File: config.mk
export PLATFORM = sky130hd
export DESIGN_NAME = iiitb_piso_tx_flat
export DESIGN_NICKNAME = d
export VERILOG_FILES = /design/src/rtl/iiitb_piso_tx_if.sv /design/src/rtl/iiitb_piso_tx.sv /design/src/flat_wrapper.sv
export SDC_FILE = /design/constraint.sdc
export NUM_CORES = 1
export LEC_CHECK = 0
export BUFFER_PORTS_ARGS = -buffer_cell sky130_fd_sc_hd__buf_4
export CAP_MARGIN = 20
export CORE_UTILIZATION = 50
export DETAILED_ROUTE_END_ITERATION = 12
export GPL_TIMING_DRIVEN = 1
export PLACE_DENSITY = 0.71
export SYNTH_ARGS = -nofsm -noshare
export SYNTH_HDL_FRONTEND = slang
export SYNTH_SLANG_ARGS = --single-unit
File: constraint.sdc
create_clock -name clk -period 3.4 [get_ports clk]
set_clock_uncertainty 0.1 [all_clocks]
set_input_delay 0.68 -clock clk [delete_from_list [all_inputs] [get_ports clk]]
set_output_delay 0.68 -clock clk [all_outputs]
set_load 0.02 [all_outputs]
File: src/rtl/iiitb_piso_tx_if.sv
// Handshake and serial-line bundle between the parallel register stage and the
// frame transmitter.
`timescale 1ns/1ps
interface iiitb_piso_tx_if #(
    parameter int WIDTH = 4
);
    logic [WIDTH-1:0] pi;
    logic             load_valid;
    logic             load_ready;
    logic             so;
    logic             busy;
    logic             done;

    modport master (
        output pi, load_valid,
        input  load_ready, so, busy, done
    );

    modport slave (
        input  pi, load_valid,
        output load_ready, so, busy, done
    );
endinterface

File: src/rtl/iiitb_piso_tx.sv
// Parallel-in serial-out frame transmitter: start bit, data MSB first,
// even parity, stop bit, each bit held for DIV clock cycles.
//
// state  | meaning
// IDLE   | line high, ready for a new word
// START  | start bit (0)
// DATA   | data bits, MSB first
// PARITY | even parity of the latched word
// STOP   | stop bit (1); leaving it raises done for one cycle
`timescale 1ns/1ps
module iiitb_piso_tx #(
    parameter int WIDTH = 4,
    parameter int DIV   = 4
) (
    input  logic               clk,
    input  logic               clear,
    iiitb_piso_tx_if.slave     bus
);
    localparam int CW = (DIV > 1) ? $clog2(DIV) : 1;
    localparam int BW = (WIDTH > 1) ? $clog2(WIDTH) : 1;

    typedef enum logic [2:0] {
        IDLE,
        START,
        DATA,
        PARITY,
        STOP
    } state_t;

    state_t           state_q;
    logic [CW-1:0]    cnt_q;
    logic [BW-1:0]    bit_q;
    logic [WIDTH-1:0] shreg_q;
    logic             par_q;
    logic             so_q;
    logic             busy_q;
    logic             done_q;
    logic             cnt_last;

    assign cnt_last = (cnt_q == CW'(DIV - 1));

    always_ff @(posedge clk or negedge clear) begin
        if (!clear) begin
            state_q <= IDLE;
            cnt_q   <= '0;
            bit_q   <= '0;
            shreg_q <= '0;
            par_q   <= 1'b0;
            so_q    <= 1'b1;
            busy_q  <= 1'b0;
            done_q  <= 1'b0;
        end else begin
            done_q <= 1'b0;
            case (state_q)
                IDLE: begin
                    if (bus.load_valid) begin
                        shreg_q <= bus.pi;
                        par_q   <= ^bus.pi;
                        state_q <= START;
                        so_q    <= 1'b0;
                        busy_q  <= 1'b1;
                        cnt_q   <= '0;
                        bit_q   <= '0;
                    end
                end
                default: begin
                    if (!cnt_last) begin
                        cnt_q <= cnt_q + CW'(1);
                    end else begin
                        cnt_q <= '0;
                        // The next bit level is registered on the same edge the bit period ends.
                        case (state_q)
                            START: begin
                                state_q <= DATA;
                                so_q    <= shreg_q[WIDTH-1];
                                shreg_q <= shreg_q << 1;
                                bit_q   <= '0;
                            end
                            DATA: begin
                                if (bit_q == BW'(WIDTH - 1)) begin
                                    state_q <= PARITY;
                                    so_q    <= par_q;
                                end else begin
                                    bit_q   <= bit_q + BW'(1);
                                    so_q    <= shreg_q[WIDTH-1];
                                    shreg_q <= shreg_q << 1;
                                end
                            end
                            PARITY: begin
                                state_q <= STOP;
                                so_q    <= 1'b1;
                            end
                            STOP: begin
                                state_q <= IDLE;
                                so_q    <= 1'b1;
                                busy_q  <= 1'b0;
                                done_q  <= 1'b1;
                            end
                            default: begin
                                state_q <= IDLE;
                                so_q    <= 1'b1;
                                busy_q  <= 1'b0;
                            end
                        endcase
                    end
                end
            endcase
        end
    end

    assign bus.load_ready = (state_q == IDLE);
    assign bus.so         = so_q;
    assign bus.busy       = busy_q;
    assign bus.done       = done_q;
endmodule
File: src/flat_wrapper.sv
// flat-port wrapper written by rule: the top's interface ports become plain ports
module iiitb_piso_tx_flat 
#(
    parameter int WIDTH = 4,
    parameter int DIV   = 4
)
  (clk, clear, bus_pi, bus_load_valid, bus_load_ready, bus_so, bus_busy, bus_done);
  iiitb_piso_tx_if #(.WIDTH(WIDTH)) bus_i ();
  input  logic clk;
  input  logic clear;
  input wire logic [$bits(bus_i.pi)-1:0] bus_pi;
  input wire logic [$bits(bus_i.load_valid)-1:0] bus_load_valid;
  output wire logic [$bits(bus_i.load_ready)-1:0] bus_load_ready;
  output wire logic [$bits(bus_i.so)-1:0] bus_so;
  output wire logic [$bits(bus_i.busy)-1:0] bus_busy;
  output wire logic [$bits(bus_i.done)-1:0] bus_done;
  assign bus_i.pi = bus_pi;
  assign bus_i.load_valid = bus_load_valid;
  assign bus_load_ready = bus_i.load_ready;
  assign bus_so = bus_i.so;
  assign bus_busy = bus_i.busy;
  assign bus_done = bus_i.done;
  iiitb_piso_tx #(.WIDTH(WIDTH), .DIV(DIV)) u_core (.clk(clk), .clear(clear), .bus(bus_i));
endmodule
==> flow_metrics.py <==
metrics = {
    "yosys": {
        "yosysWarningCount": 0,
        "syn_area_um2": 828.3,
        "syn_inst": 72,
        "synth_top_cell_area_share": 0.4230,
        "synth_fp_nets": 81,
        "synth_top_area_cell": "dfrtp_1",
        "synth_commonest_cells": "dfrtp_1 (14), mux2_2 (7), nand2_1 (7)",
        "ys_top_cells_by_area": "dfrtp_1 (42%), mux2_2 (9.5%), buf_6 (5.4%), mux2i_1 (3.6%), o21ai_0 (3.6%)",
        "yosysMostFrequentCell": "dfrtp_1",
        "synth_ff_type": "dfrtp_1",
        "synth_edf_count": 0,
        "yosysSeqAreaShare": 0.4547,
        "ys_types": 28,
        "synth_seq_cells": 15,
        "synthArstFlopShare": 1.000,
        "syn_avg_cell_area_um2": 11.50,
    },
    "timing": {
        "hold_viol": 0,
        "max_slew_margin": 0.6623,
        "worst_pin_slew_ps": 504.9,
        "timing.fmax_mhz": 431.2,
        "finalSetupTns_ps": 0,
        "fin_crit_ps": 2319,
        "slew_violations": 0,
        "worst_hold_slack_ps": 132.4,
        "rsz0062_at_grt": "no",
        "period_share": 0.6821,
        "setup_viol": 0,
    },
    "final_layout": {
        "nFillCells": 133,
        "postLayoutCellArea_um2": 904.6,
        "n_antenna_cell": 0,
        "nets": 92,
        "area_growth_pct": 9.215,
        "final_cells": 98,
        "final_layout_size_suffix_gt1_frac": 0.3293,
    },
    "worst_setup_path": {
        "cp_max_fo": 14,
        "cp_slowest_stage_delay_ps": 510,
        "reg2reg_depth": 5,
        "r2r_end": "u_core.bit_q[0]",
        "critical_path_class": "flop to output pin",
        "end_kind": "output pin",
        "critical_path_buf_inv_count": 1,
        "worst_path_max_delay_cell": "dfrtp_1",
        "startpoint_type": "flop",
        "r2r_start": "u_core.cnt_q[0]",
        "critPathArrivalTime_ps": 1540,
        "cp.required_ps": 2620,
        "cp_cell_sequence": "nor3_4 > buf_4",
        "critical-path-top-delay-family": "flip-flops",
        "ff2ff_setup_slack_ps": 1440,
    },
    "routing": {
        "viasPerCell": 5.500,
        "drt_pass1_iterations": 3,
        "wirelength_um": 1245,
        "antenna_left": 0,
        "wl_per_cell_um": 12.70,
        "drc": 0,
        "dr_total_vias": 539,
        "drt_iter0_drc": 7,
    },
    "clocking": {
        "cts_resized": 0,
        "clockBufferDepth": 2,
        "cts_tree": "built",
        "numCtsBuffers": 3,
        "clkTransAtPathRegs_ps": 90,
        "post_cts_buffers": 0,
        "clock_latency_ps": 280,
        "root_buffer": "clkbuf_4",
        "ctsHoldBuffers": 0,
        "htreeDepth": 1,
        "cts.sinks": 15,
    },
    "grt": {
        "overflow": 0,
        "grt_antenna_before_repair": 0,
        "track_usage": 0.1682,
        "grt_max_degree": 16,
        "grt_pass1_wl_um": 2242,
        "first_global_vias": 504,
    },
    "floorplanning": {
        "die_y_um": 42.70,
        "coreArea_um2": 1524,
        "fp.dieArea_um2": 1823,
        "die_x_um": 42.70,
        "ios": 11,
        "rows": 14,
        "start_util": 0.5435,
    },
    "power": {
        "powerDensity_nw_per_um2": 899.9,
        "leakage_nw": 0.4273,
        "ir_worst_vdd_mv": 0.4177,
    },
    "place": {
        "gp_congestion": 0.7356,
        "placed_area_um2": 878.3,
        "dpl.hpwl_um": 896.6,
        "place_inst": 94,
        "numPortBuffers": 10,
    },
    "flow_run": {
        "maxCapViolations": 0,
    },
    "hold_path": {
        "hold_path.class": "input port to async pin",
    },
    "run_status": {
        "run_status": "completed",
    },
}
[cells in the final DEF, fill, tap and decap left out, types with 2 or more instances in the layout]
master	synthesis	final
xnor2_1	3	3
buf_4	0	10
nor2_1	3	3
mux2i_1	3	3
inv_1	4	4
o21ai_0	6	6
ha_1	2	2
nand3b_1	2	2
clkbuf_4	0	3
dfrtp_1	14	14
mux2_2	7	7
nand2_1	7	7
[state kept, by name (all words and copies together) (netlist names)]
name / count
u_core.shreg_q: 4
u_core.state_q: 3
u_core.bit_q: 2
u_core.cnt_q: 2
u_core.bus.busy: 1
u_core.bus.done: 1
u_core.bus.so: 1
u_core.par_q: 1
[worst max path at each step]
stage	start	end	slack (ps)	cells past startpoint
2_1_floorplan	u_core.cnt_q[0]	u_core.bit_q[0]	1660	6
3_3_place_gp	u_core.state_q[0]	bus_load_ready	1390	2
3_5_place_dp	u_core.state_q[0]	bus_load_ready	1380	2
4_1_cts	u_core.state_q[1]	bus_load_ready	1070	2
5_1_grt	u_core.state_q[0]	bus_load_ready	950	2
6_report	u_core.state_q[0]	bus_load_ready	1080	2
[final cells by class]
| class | instances | area, µm² | area share |
|---|---|---|---|
| Multi-Input combinational cell | 49 | 391.6 | 0.4329 |
| Sequential cell | 15 | 376.6 | 0.4163 |
| Clock buffer | 4 | 26.28 | 0.02905 |
| Tap cell | 16 | 20.02 | 0.02213 |
| Inverter | 4 | 15.01 | 0.01660 |
| Timing Repair Buffer | 10 | 75.07 | 0.08299 |
[layer usage]
metal | vias to the layer above | wire [µm] | GRT usage
met5 | - | 0 | 0
li1 | 274 | - | -
met3 | 2 | 53 | 0.06383
met2 | 9 | 583 | 0.2515
met4 | 0 | 8 | 0.05625
met1 | 254 | 600 | 0.2241
[stage by stage]
stage	util	worst slack, ps	total power [W]
2_1_floorplan	-	1656	0.0006778
3_3_place_gp	0.5764	1394	0.0007137
3_5_place_dp	0.5764	1377	0.0007215
4_1_cts	0.5936	1068	0.0008247
5_1_grt	0.5936	949.7	0.0008867
6_report	0.5936	1081	0.0008141
[cells by family after synthesis]
| group | count (synthesis) | share of synthesized area |
|---|---|---|
| XOR/XNOR | 3 | 0.03173 |
| flip-flops | 15 | 0.4547 |
| multiplexers | 10 | 0.1314 |
| buffers and inverters | 8 | 0.07250 |
| AO/OA/AOI/OAI | 15 | 0.1360 |
| AND/OR/NAND/NOR | 19 | 0.1435 |
| adder cells (fa/ha/maj) | 2 | 0.03021 |
[where the power goes]
part | internal, W | leakage, nW | switching, W
clock network | 0.0000455 | 0.0150 | 0.0000539
registers | 0.000254 | 0.185 | 0.0000825
logic | 0.000191 | 0.227 | 0.000187
Power figures use the tool's default switching activity.
